## src/rtl/flash_loader.sv

```systemverilog
// SPI NOR (mode 0) to cache bulk loader: streams a flash byte range into 32-bit little-endian cache writes.
// Define FLASH_LOADER_CHECKSUM_EN to add a running sum of the words written in each transfer.
module flash_loader #(
  parameter int         SPI_HALF_PERIOD = 1,
  parameter int         STARTUP_WAIT    = 10,
  parameter int         ADDR_WIDTH      = 32,
  parameter int         LEN_WIDTH       = 24,
  parameter logic [7:0] READ_CMD        = 8'h03
) (
  input  logic                  sys_clk,
  input  logic                  sys_rst_n,
  input  logic                  start,
  input  logic [23:0]           flash_src_addr,
  input  logic [ADDR_WIDTH-1:0] cache_dst_addr,
  input  logic [LEN_WIDTH-1:0]  byte_count,
  output logic                  busy,
  output logic                  done,
  output logic                  flash_clk,
  output logic                  flash_mosi,
  input  logic                  flash_miso,
  output logic                  flash_cs,
  output logic [ADDR_WIDTH-1:0] cache_address,
  output logic [31:0]           cache_data_in,
  output logic [3:0]            cache_write_enable,
`ifdef FLASH_LOADER_CHECKSUM_EN
  output logic [31:0]           checksum,
`endif
  input  logic                  cache_busy
);

  localparam int DIV_W = (SPI_HALF_PERIOD > 1) ? $clog2(SPI_HALF_PERIOD) : 1;
  localparam int WRD_W = LEN_WIDTH - 2;

  typedef enum logic [2:0] {
    S_POWER_WAIT, S_IDLE, S_CMD, S_ADDR, S_READ, S_WR_START, S_WR_WAIT, S_FINISH
  } state_t;

  state_t            r_state;
  logic [31:0]       r_wait;
  logic [DIV_W-1:0]  r_div;
  logic [4:0]        r_bits;
  logic [31:0]       r_sh;
  logic [31:0]       r_rx;
  logic [WRD_W-1:0]  r_words;

  logic w_half_done;
  logic w_unused;

  assign w_half_done = (r_div == DIV_W'(SPI_HALF_PERIOD - 1));
  assign w_unused    = &{1'b0, byte_count[1:0], cache_dst_addr[1:0]};

  always_ff @(posedge sys_clk or negedge sys_rst_n) begin
    if (!sys_rst_n) begin
      r_state            <= S_POWER_WAIT;
      r_wait             <= '0;
      r_div              <= '0;
      r_bits             <= '0;
      r_sh               <= '0;
      r_rx               <= '0;
      r_words            <= '0;
      busy               <= 1'b0;
      done               <= 1'b0;
      flash_clk          <= 1'b0;
      flash_mosi         <= 1'b0;
      flash_cs           <= 1'b1;
      cache_address      <= '0;
      cache_data_in      <= '0;
      cache_write_enable <= '0;
`ifdef FLASH_LOADER_CHECKSUM_EN
      checksum           <= '0;
`endif
    end else begin
      case (r_state)
        S_POWER_WAIT: begin
          if (r_wait + 32'd1 >= 32'(STARTUP_WAIT)) r_state <= S_IDLE;
          else                                     r_wait  <= r_wait + 32'd1;
        end
        S_IDLE: begin
          if (start) begin
            busy          <= 1'b1;
            r_sh          <= {READ_CMD, flash_src_addr};
            cache_address <= {cache_dst_addr[ADDR_WIDTH-1:2], 2'b00};
            r_words       <= byte_count[LEN_WIDTH-1:2];
`ifdef FLASH_LOADER_CHECKSUM_EN
            checksum      <= '0;
`endif
            r_state       <= S_CMD;
          end
        end
        S_CMD, S_ADDR, S_READ: begin
          // First CMD cycle only drops chip select and presents bit 7; no SPI clocking yet.
          if (r_state == S_CMD && flash_cs) begin
            if (r_words == '0) begin
              busy    <= 1'b0;
              done    <= 1'b1;
              r_state <= S_FINISH;
            end else begin
              flash_cs   <= 1'b0;
              flash_mosi <= r_sh[31];
              r_div      <= '0;
              r_bits     <= 5'd7;
            end
          end else if (!w_half_done) begin
            r_div <= r_div + DIV_W'(1);
          end else if (!flash_clk) begin
            r_div     <= '0;
            flash_clk <= 1'b1;
            r_rx      <= {r_rx[30:0], flash_miso};
          end else begin
            r_div      <= '0;
            flash_clk  <= 1'b0;
            r_sh       <= {r_sh[30:0], 1'b0};
            flash_mosi <= r_sh[30];
            r_bits     <= r_bits - 5'd1;
            if (r_bits == 5'd0) begin
              if (r_state == S_CMD) begin
                r_state <= S_ADDR;
                r_bits  <= 5'd23;
              end else if (r_state == S_ADDR) begin
                r_state    <= S_READ;
                r_bits     <= 5'd31;
                flash_mosi <= 1'b0;
              end else begin
                r_state            <= S_WR_START;
                cache_data_in      <= {r_rx[7:0], r_rx[15:8], r_rx[23:16], r_rx[31:24]};
                cache_write_enable <= 4'hF;
              end
            end
          end
        end
        S_WR_START: r_state <= S_WR_WAIT;
        S_WR_WAIT: begin
          if (!cache_busy) begin
            cache_write_enable <= 4'h0;
            cache_address      <= cache_address + ADDR_WIDTH'(4);
            r_words            <= r_words - WRD_W'(1);
`ifdef FLASH_LOADER_CHECKSUM_EN
            checksum           <= checksum + cache_data_in;
`endif
            if (r_words == WRD_W'(1)) begin
              flash_cs <= 1'b1;
              busy     <= 1'b0;
              done     <= 1'b1;
              r_state  <= S_FINISH;
            end else begin
              r_div   <= '0;
              r_bits  <= 5'd31;
              r_state <= S_READ;
            end
          end
        end
        S_FINISH: begin
          done    <= 1'b0;
          r_state <= S_IDLE;
        end
        default: r_state <= S_POWER_WAIT;
      endcase
    end
  end

endmodule

```

## config.mk

```make
export PLATFORM = sky130hd
export DESIGN_NAME = flash_loader
export DESIGN_NICKNAME = d
export VERILOG_FILES = /design/src/rtl/flash_loader.sv
export SDC_FILE = /design/constraint.sdc
export NUM_CORES = 1
export LEC_CHECK = 0
export ABC_AREA = 0
export CAP_MARGIN = 20
export CORE_ASPECT_RATIO = 0.8
export CORE_MARGIN = 2
export CORE_UTILIZATION = 35
export DETAILED_ROUTE_END_ITERATION = 6
export HOLD_SLACK_MARGIN = 0.15
export PLACE_DENSITY_LB_ADDON = 0.1
export SETUP_SLACK_MARGIN = 0.5
export SLEW_MARGIN = 5
export SYNTH_ARGS = -nofsm -noshare
export SYNTH_HDL_FRONTEND = slang
export SYNTH_SLANG_ARGS = --single-unit
```

## constraint.sdc

```tcl
create_clock -name sys_clk -period 3.9 [get_ports sys_clk]
set_input_delay 0.39 -clock sys_clk [delete_from_list [all_inputs] [get_ports sys_clk]]
set_output_delay 0.39 -clock sys_clk [all_outputs]
set_load 0.01 [all_outputs]
```

Yosys cells after proc, flatten, opt, wreduce, memory -nomap -nowiden --
Cells that the tools add are included.
Storage, ports and cells: register bits 200, output and inout port bits 73, bits of input ports 85, logic and storage cells 149
Operators by class: multiplexer cells 68, add/sub/neg operators 5, equal/unequal tests 29, reductions and logical operators 25, order comparisons 1, bitwise logic cells 6
Operator list (number):
- 32-bit 2-to-1 mux | 6
- 32-bit case mux with 2 select lines | 2
- 5-bit 2-to-1 mux | 9
- 22-bit 2-to-1 mux | 2
- 22-bit case mux with 2 select lines | 1
- 32-bit by 1-bit adder with 32-bit output, second input constant | 1
- 32-bit by 3-bit adder with 32-bit output, second input constant | 1
- 32-bit by 4-bit >= comparator with 1-bit output, second input constant | 1
- 2-bit != test, second input constant | 15
- 4-bit 2-to-1 mux | 7
- 3-bit 2-to-1 mux | 9
- 1-bit 2-to-1 mux | 24
- 22-bit by 1-bit == test with 1-bit output, second input constant | 1
- 22-bit zero test | 1
- 22-bit by 1-bit subtractor with 22-bit output, second input constant | 1
- 3-bit case mux with 6 select lines | 1
- 3-bit != test, second input constant | 5
- 5-bit AND reduction | 3
- 7-bit AND reduction | 2
- 3-bit == test, second input constant | 4
- 4-bit AND reduction | 3
- 6-bit AND reduction | 2
- 5-bit case mux with 2 select lines | 1
- 4-bit case mux with 2 select lines | 1
- 18 further kinds | 31

Depth between registers and ports, before layout --
Gate-level depths: netlist of the first run.
depth in word-level cells 8, depth in mapped cells 10, mapped depth without buffers 9

Worst setup path before layout of the first run --
OpenSTA, ideal clock, no wires.
kind flip-flop to flip-flop, from reg r_wait[0], to reg r_wait[23], buffers on the path 2, slack 1.274 ns, period minus slack after synthesis 2.626 ns, setup time 0.119 ns, required time 3.781 ns, arrival 2.507 ns, stages on the path, launching flop included 11, cells stage by stage dfrtp_1 -> ha_1 -> clkbuf_1 -> nand4_1 -> nor4_4 -> o21ai_0 -> a22oi_1 -> nand4_1 -> or3_4 -> buf_4 -> and2_1
Between the ends: longest elaborated chain between the ends 4
Ends and longest elaborated chain:
- start, declared | RTL line 39 | logic [31:0] r_wait;
- start signal, assigned | RTL line 76 | else r_wait <= r_wait + 32'd1;
- 32-bit by 1-bit adder with 32-bit output (*) | RTL line 75, 76
- 32-bit by 4-bit >= comparator with 1-bit output | RTL line 75 | if (r_wait + 32'd1 >= 32'(STARTUP_WAIT)) r_state <= S_IDLE;
- 1-bit NOT (no line)
- 2-bit AND reduction (no line)
Every way passes the cells marked *; elsewhere a longest branch is shown, timed or not. A chain may end at the register's enable or synchronous reset.

Final worst setup path of the first run --
from reg r_wait[0], to reg r_wait[10]
Same word-level chain as after synthesis.

==> flow_summary.toml, run 1 <==
[run_status]
status = "completed"

[routing]
vias = 7634
firstDrtPassIters = 6
dr.first_iter.drc_count = 392
post-route-drc-count = 0
ant_nets = 0
detail_route.vias_per_cell = 5.14
routed_wl_mm = 23.4
wl_per_cell_um = 15.8

[timing]
worstMarginPinSlew_ps = 958
fin_crit_ps = 3040
setup_violations = 0
slew_viol_final = 0
fin_hold_ws_ps = 482
rsz0062_at_grt = "no"
clock.fmax_ghz = 0.328
finClkSkew_ps = 12.0
tns_ps = 0
hold_violations = 0
slew_headroom = 0.362
fin_crit_sh = 0.781

[die]
design.core.area_um2 = 27100
dieWidth_um = 189
io_pins = 158
die-area_um2 = 28800
die_height_um = 152
start_util = 0.354
rows = 54

[cts]
clk_pin_slew_ps = 80
numCtsBuffers = 17
cts-root-buf = "clkbuf_16"
post_cts_buffers = 0
cts_tree = "built"
clock_path_buffers = 2
holdBufCountCts = 1
clk_latency_ps = 440
cts_resized = 0
cts_sinks = 194
htreeDepth = 4

[logic_synthesis]
syn-instance-count = 981
yosys_warnings = 0
ys_seq_area_frac = 0.506
synth-seq-cells = 194
syn_area_um2 = 9600
synth-edff-count = 0
yosysUniqueCellTypes = 70
synth_area_per_cell_um2 = 9.79
synth_ff_type = "dfrtp_1"
synthArstFlopShare = 1.00

[run]
maxCapViolations = 0

[setup_path]
crit_arrival_ps = 3370
critPathCaptureType = "flip-flop"
required_ps = 4230
crit_type = "reg2reg"
critPathLaunchType = "flip-flop"
crit_fanout = 31

[min_path]
hold_path.class = "reg2reg"

[global_routing]
track_usage = 0.168
grt_pass1_wl_mm = 39.3
grt_pass1_vias = 7375
grt_start_max_net_pins = 115
antenna_found_initial = 1
grt.overflow.total = 0

[placed_design]
dpl.hpwl_mm = 15.5
place.gp.congestion = 0.787
postPlaceCellArea_um2 = 11500
place_inst = 1451
io_buffers = 151

[final_layout]
final_cell_mix = "dfrtp_1 (193), clkdlybuf4s50_1 (150), nand2_1 (108)"
final_common_cell = "dfrtp_1"
nets = 1198
synthToLayoutAreaGrowth_pct = 26.6
stdcell_area_um2 = 12200
stdcell_count = 1485
layout-drive-gt1-share = 0.121

[power_and_ir_drop]
ir_worst_vdd_mv = 0.355
power_density_nw_per_um2 = 672
p_leak_nw = 5.12
per-stage QoR:
step / util / setup slack (ps) / total power, W
6_report: 0.449 / 856 / 0.00817
2_1_floorplan: - / 1270 / 0.00522
3_3_place_gp: 0.425 / 940 / 0.00632
3_5_place_dp: 0.425 / 849 / 0.00637
4_1_cts: 0.449 / 838 / 0.00828
5_1_grt: 0.449 / 535 / 0.00884
cells by family (layout without fill, tap and decap cells):
logic type / after synthesis / count (layout) / synth area share
and+or+nand+nor: 338 / 338 / 0.178
muxes: 91 / 91 / 0.104
DFF: 194 / 194 / 0.506
other: 1 / 3 / 0.000390
xor gates and xnor gates: 11 / 11 / 0.0100
AOI/OAI and AO/OA: 264 / 264 / 0.161
adders and majority gates: 6 / 6 / 0.00782
buffers and inverters: 76 / 214 / 0.0339
per-layer routing:
metal | GRT usage | up-vias | wire [µm]
met4 | 0.0387 | 0 | 184
met5 | 0 | - | 0
met1 | 0.248 | 3705 | 12100
li1 | - | 3797 | -
met3 | 0.0477 | 10 | 1240
met2 | 0.243 | 122 | 9900
critical path, stage by stage, from the launching register on:
cell and delay (ps):
dfrtp_1 500, ha_1 430, nand4_1 220, nor4_4 410, o21ai_0 210, a22oi_1 220
nand4_1 170, or3_4 550, and2_1 220
flip-flops by register name, indices dropped and copies added, names as in the netlist, 3 cells and up:
register / flops
r_wait: 32
r_state: 3
r_words: 22
r_bits: 5
r_rx: 32
cache_address: 30
cache_data_in: 32
r_sh: 32
synthesized netlist by cell type, types with 4 or more instances:
| cell type | n | area [µm²] |
|---|---|---|
| mux2i_1 | 26 | 260 |
| dfrtp_1 | 193 | 4830 |
| or3_1 | 10 | 62.6 |
| a31oi_1 | 7 | 43.8 |
| nor3b_1 | 5 | 37.5 |
| buf_4 | 7 | 52.6 |
| a22oi_1 | 9 | 67.6 |
| buf_2 | 5 | 25.0 |
| nor3_1 | 22 | 110 |
| mux2_2 | 64 | 721 |
| xor2_1 | 6 | 52.6 |
| nor2_1 | 61 | 229 |
| and4_1 | 4 | 35.0 |
| nand3_1 | 34 | 170 |
| buf_1 | 7 | 26.3 |
| a21oi_1 | 82 | 410 |
| clkbuf_1 | 43 | 161 |
| inv_1 | 12 | 45.0 |
| and3_1 | 15 | 93.8 |
| nand4_1 | 11 | 68.8 |
| o21ai_0 | 103 | 515 |
| and2_1 | 32 | 200 |
| nand2b_1 | 4 | 25.0 |
| ha_1 | 6 | 75.1 |
| nand2_1 | 108 | 405 |
| xnor2_1 | 5 | 43.8 |
| nor4_1 | 13 | 81.3 |
| o22ai_1 | 18 | 113 |
report_power, final:
| part | total [W] | switching [W] | leakage, nW | internal (W) |
|---|---|---|---|---|
| registers | 0.00320 | 0.000583 | 2.44 | 0.00262 |
| clock network | 0.00187 | 0.000872 | 0.304 | 0.00100 |
| logic | 0.00309 | 0.00168 | 2.37 | 0.00141 |
| total | 0.00817 | 0.00313 | 5.12 | 0.00504 |
path summary, 6_finish.rpt:
check / to / slack, ps / from / cells past startpoint
worst max-delay path: r_wait[10]$_DFFE_PN0P_ / 860 / r_wait[0]$_DFFE_PN0P_ / 8
max in group asynchronous: r_sh[4]$_DFFE_PN0P_ / 2340 / sys_rst_n / 3
worst min-delay path: r_sh[17]$_DFFE_PN0P_ / 480 / r_sh[17]$_DFFE_PN0P_ / 2
worst max register to register: r_wait[10]$_DFFE_PN0P_ / 860 / r_wait[0]$_DFFE_PN0P_ / 8
min in group asynchronous: r_wait[31]$_DFFE_PN0P_ / 660 / sys_rst_n / 2
worst min register to register: r_sh[17]$_DFFE_PN0P_ / 480 / r_sh[17]$_DFFE_PN0P_ / 2
layout make-up:
class	count	area [µm²]
Antenna cell	1	2.50
Multi-Input combinational cell	712	4480
Clock inverter	14	186
Inverter	13	48.8
Timing Repair Buffer	169	1690
Sequential cell	194	4860
Clock buffer	18	439
Fill cell	2577	14900
Tap cell	364	455
(Power assumes the default switching activity.)
==> run 2: changes to the inputs <==
Clock period 3.9 ns to 2.45 ns, I/O delays scaled along.
==> run 2 against run 1 <==
Net effect: the run now ends with negative setup slack left; die area stayed put; worst hold slack worse by 130 ps; utilization is 15 points higher; maximum frequency is 22% higher; register-to-register slack worse by 910 ps; design area is 34% higher; combinational power grew to 3.4 times the previous value; routed wire length is 41% higher; clock skew hardly changed; sequential power is 66% higher; cell count is 13% higher; sequential share of layout area is 10 points lower; critical endpoint is now r_wait[22]$_DFFE_PN0P_; largest power group is now combinational logic.
==> flow_summary.toml, run 2 (synthesis gave the netlist of run 1 again) <==
[die]
rows = 54
start_util = 0.354
io_pins = 158
dieWidth_um = 189
die_height_um = 152
design.core.area_um2 = 27100
die-area_um2 = 28800

[timing]
fin_crit_ps = 2500
worstMarginPinSlew_ps = 662
slew_headroom = 0.559
slew_viol_final = 0
hold_violations = 0
rsz0062_at_grt = "yes"
clock.fmax_ghz = 0.400
finClkSkew_ps = 11.9
tns_ps = -1160
setup_violations = 33
fin_crit_sh = 1.02
layout_setup_ws_ps = -50.8

[cts]
htreeDepth = 4
clk_pin_slew_ps = 80
numCtsBuffers = 17
clock_path_buffers = 2
clk_latency_ps = 450
cts_sinks = 194
cts_tree = "built"
cts-root-buf = "clkbuf_16"

[final_layout]
nets = 1398
synthToLayoutAreaGrowth_pct = 69.4
final_common_cell = "dfrtp_1"
final_cell_mix = "dfrtp_1 (187), clkdlybuf4s50_1 (149), buf_4 (118)"
layout-drive-gt1-share = 0.435
stdcell_area_um2 = 16300

[global_routing]
grt_busiest_layer = "met2"
grt_start_max_net_pins = 74
grt_pass1_vias = 8204
grt.overflow.total = 0
gr-usage-met2 = 0.288
track_usage = 0.195
use_met1 = 0.286
use_met3 = 0.0507
antenna_found_initial = 1
grt_pass1_wl_mm = 45.2

[routing]
firstDrtPassIters = 5
dr.first_iter.drc_count = 580
vias = 9044
wl_per_cell_um = 19.7
routed_wl_mm = 33.1
post-route-drc-count = 0
detail_route.vias_per_cell = 5.37
ant_nets = 0

[power_and_ir_drop]
ir_worst_vdd_mv = 0.793
p_leak_nw = 7.03
power_density_nw_per_um2 = 1150

[run_status]
status = "finished with violations"
violations = "negative setup slack"

[placed_design]
dpl.hpwl_mm = 16.9
io_buffers = 151
postPlaceCellArea_um2 = 12200
place.gp.congestion = 0.844

[setup_path]
crit_arrival_ps = 2840
rrSetupSlack_ps = -50
critPathCaptureType = "flip-flop"
critPathLaunchType = "flip-flop"
crit_type = "reg2reg"
required_ps = 2790
crit_fanout = 8

[run]
maxCapViolations = 0

[min_path]
hold_path.class = "in2reg"
==> run 2: changes by cell type in the layout (fill, tap and decap cells not counted), moves of 30 or more <==
cell     previous run  this run
o21ai_2             0        30
buf_4              14       118
mux2_2             64         0
buf_6               0        36
a21oi_2             0        40
o21ai_1             0        45
a21oi_1            81        32
nand2_1           108        70
o21ai_0           103        28
mux2_4              1        65
==> run 2: worst paths after layout <==
kind | to | start | depth (start not counted)
min in group asynchronous | r_wait[30]$_DFFE_PN0P_ | sys_rst_n | 2
max reg2reg | r_wait[22]$_DFFE_PN0P_ | r_wait[0]$_DFFE_PN0P_ | 9
max | r_wait[22]$_DFFE_PN0P_ | r_wait[0]$_DFFE_PN0P_ | 9
max in group asynchronous | cache_data_in[2]$_DFFE_PN0P_ | sys_rst_n | 3
min | r_sh[0]$_DFFE_PN0P_ | flash_src_addr[0] | 3
min reg2reg | busy$_DFFE_PN0P_ | busy$_DFFE_PN0P_ | 1
==> run 2: repair_timing <==
item / 4_1_cts / 5_1_grt
gates cloned: 12 / 27
hold buffers: 1 / 0
buffers inserted: 43 / 53
resized for setup: 105 / 407
hold endpoints to repair: 66 / 0
pin swaps: 36 / 131
setup endpoints to repair: 163 / 194
==> run 2: where the power goes <==
part | switching, W | internal [W]
clock network | 0.00144 | 0.00159
registers | 0.00111 | 0.00418
logic | 0.00488 | 0.00553
total | 0.00744 | 0.0113
==> run 2: worst max-delay path, stage by stage, from the launching register on <==
cell	delay, ps
dfrtp_2	430
ha_4	180
buf_4	140
nand3_2	90
nor2_2	60
or4_1	420
a22oi_2	150
nand4_1	250
or3_4	530
and2_1	170
==> run 2: area by class of cell <==
| class | instances | area, µm² |
|---|---|---|
| clock inverter | 14 | 189 |
| sequential | 194 | 4860 |
| clock buffer | 18 | 439 |
| antenna | 1 | 2.50 |
| multi-input combinational | 716 | 6150 |
| fill | 2163 | 10800 |
| timing repair buffer | 365 | 4120 |
| inverter | 13 | 52.6 |
| tap | 364 | 455 |
==> run 2: routing by layer <==
metal | routed length, µm | share of wire
met1 | 15500 | 0.47
met2 | 15000 | 0.45
met3 | 2230 | 0.067
met4 | 355 | 0.011
met5 | 0 | 0
==> run 2: metrics by stage <==
stage,util,cells,setup WS [ps],power [W],hold slack (ps)
6_report,0.600,1685,-50.8,0.0187,356
5_1_grt,0.600,1685,-217,0.0197,375
4_1_cts,0.512,1604,29.6,0.0150,331
3_5_place_dp,0.450,1516,-77.3,0.0106,330
3_3_place_gp,0.450,1516,-73.4,0.0105,330
2_1_floorplan,-,982,-37.4,0.00851,-50.6
==> run 3: changes to the inputs <==
Settings changed: CAP_MARGIN 20 to default.
Clock period 2.45 ns to 3 ns, I/O delays scaled along.
==> run 3 against run 2 <==
Net effect: the run now ends clean; die area is the same; clock skew hardly changed; non-clock buffer count is 166 lower; largest cell class is now registers; sequential share of layout area increased by 8.7 points; combinational power decreased by 58%.
==> flow_summary.toml, run 3 (synthesis gave the netlist of run 1 again) <==
[final_layout]
n_fill_cell = 2594
stdcell_area_um2 = 12600
layout-drive-gt1-share = 0.183
diodes = 0
synthToLayoutAreaGrowth_pct = 31.1
final_cell_mix = "dfrtp_1 (186), clkdlybuf4s50_1 (150), nand2_1 (107)"
final_common_cell = "dfrtp_1"
nets = 1231

[power_and_ir_drop]
power_w = 0.0107
p_comb_frac = 0.406
seqPwrFrac = 0.390
ir_worst_vdd_mv = 0.487
power_density_nw_per_um2 = 850
p_switching_w = 0.00416
p_int_w = 0.00653
netSwitchingFraction = 0.389
p_leak_nw = 5.30
p_clk_frac = 0.204

[cts]
cts_sinks = 194
clock_path_buffers = 2
numCtsBuffers = 17
clk_latency_ps = 440
cts_tree = "built"
htreeDepth = 4
clk_pin_slew_ps = 70
cts-root-buf = "clkbuf_16"

[die]
design.core.area_um2 = 27100
rows = 54
start_util = 0.354
die-area_um2 = 28800
dieWidth_um = 189
die_height_um = 152
io_pins = 158

[setup_path]
crit_type = "reg2reg"
crit_fanout = 8
critPathLaunchType = "flip-flop"
required_ps = 3320
crit_arrival_ps = 2910
critPathCaptureType = "flip-flop"
ff2ff_path_depth = 9

[routing]
detail_route.vias_per_cell = 5.17
post-route-drc-count = 0
vias = 7846
ant_nets = 0
dr.first_iter.drc_count = 398
wl_per_cell_um = 16.1
firstDrtPassIters = 4
routed_wl_mm = 24.4

[placed_design]
dpl.hpwl_mm = 15.9
postPlaceCellArea_um2 = 11600
io_buffers = 151
place.gp.congestion = 0.800

[timing]
slew_viol_final = 0
tns_ps = 0
setup_violations = 0
slew_headroom = 0.599
clock.fmax_ghz = 0.386
hold_violations = 0
fin_crit_sh = 0.864
fin_crit_ps = 2590
rsz0062_at_grt = "yes"
finClkSkew_ps = 11.4
worstMarginPinSlew_ps = 601

[global_routing]
grt.overflow.total = 0
grt_pass1_vias = 7563
track_usage = 0.173
grt_pass1_wl_mm = 40.4
antenna_found_initial = 1
grt_start_max_net_pins = 70

[run]
maxCapViolations = 0

[run_status]
status = "completed"

[min_path]
hold_path.class = "in2reg"
hold_path_depth = 3
==> run 3: path summary, 6_finish.rpt <==
path	slack, ps	end	start
min	410	cache_address[2]$_DFFE_PN0P_	cache_dst_addr[2]
max reg2reg	410	r_wait[17]$_DFFE_PN0P_	r_wait[1]$_DFFE_PN0P_
min in group asynchronous	450	r_wait[29]$_DFFE_PN0P_	sys_rst_n
max in group asynchronous	1760	flash_cs$_DFFE_PN1P_	sys_rst_n
min reg2reg	480	r_sh[0]$_DFFE_PN0P_	r_sh[0]$_DFFE_PN0P_
max	410	r_wait[17]$_DFFE_PN0P_	r_wait[1]$_DFFE_PN0P_
==> run 3: cell type report <==
cell class | instances | area, µm² | area share
Clock buffer | 19 | 433 | 0.0344
Clock inverter | 13 | 120 | 0.00954
Inverter | 13 | 48.8 | 0.00388
Multi-Input combinational cell | 715 | 4740 | 0.377
Sequential cell | 194 | 4860 | 0.386
Tap cell | 364 | 455 | 0.0362
Timing Repair Buffer | 199 | 1920 | 0.153
==> run 3: per-stage QoR <==
| step | hold WS (ps) | setup slack [ps] | util | cells |
|---|---|---|---|---|
| 2_1_floorplan | 4.41 | 498 | - | 982 |
| 3_3_place_gp | 364 | 268 | 0.429 | 1462 |
| 3_5_place_dp | 365 | 180 | 0.429 | 1462 |
| 4_1_cts | 392 | 483 | 0.459 | 1511 |
| 5_1_grt | 421 | 363 | 0.465 | 1517 |
| 6_report | 411 | 408 | 0.465 | 1517 |
==> run 3: repair_timing <==
item,in CTS,in global routing
pin swaps,11,26
hold buffers,1,0
endpoints found under the hold margin,67,0
endpoints found under the setup margin,33,46
gates resized for setup,33,29
cloned,3,0
buffers inserted,13,6
==> run 3: power by group through the flow <==
| stage | Clock (W) | Combinational [W] | Sequential, W |
|---|---|---|---|
| detailed placement | 0 | 0.00409 | 0.00422 |
| global placement | 0 | 0.00402 | 0.00421 |
| global route | 0.00237 | 0.00485 | 0.00431 |
| floorplan | 0 | 0.00271 | 0.00409 |
| CTS | 0.00227 | 0.00428 | 0.00417 |
| finish | 0.00218 | 0.00434 | 0.00417 |
==> run 3: worst max-delay path, cell delays in order, from the launching register on <==
cell and delay, ps:
dfrtp_2 420, ha_4 170, nand4_1 150, nor4_4 400
o21ai_1 150, a22oi_1 240, nand4_1 150, buf_6 160
or3_4 460, and2_1 180
==> run 3: per-layer routing <==
layer,vias to the layer above,share of wire,track usage
li1,3864,-,-
met1,3793,0.51,0.256
met2,166,0.42,0.245
met3,21,0.067,0.0530
met4,2,0.0092,0.0391
met5,-,0.00049,0
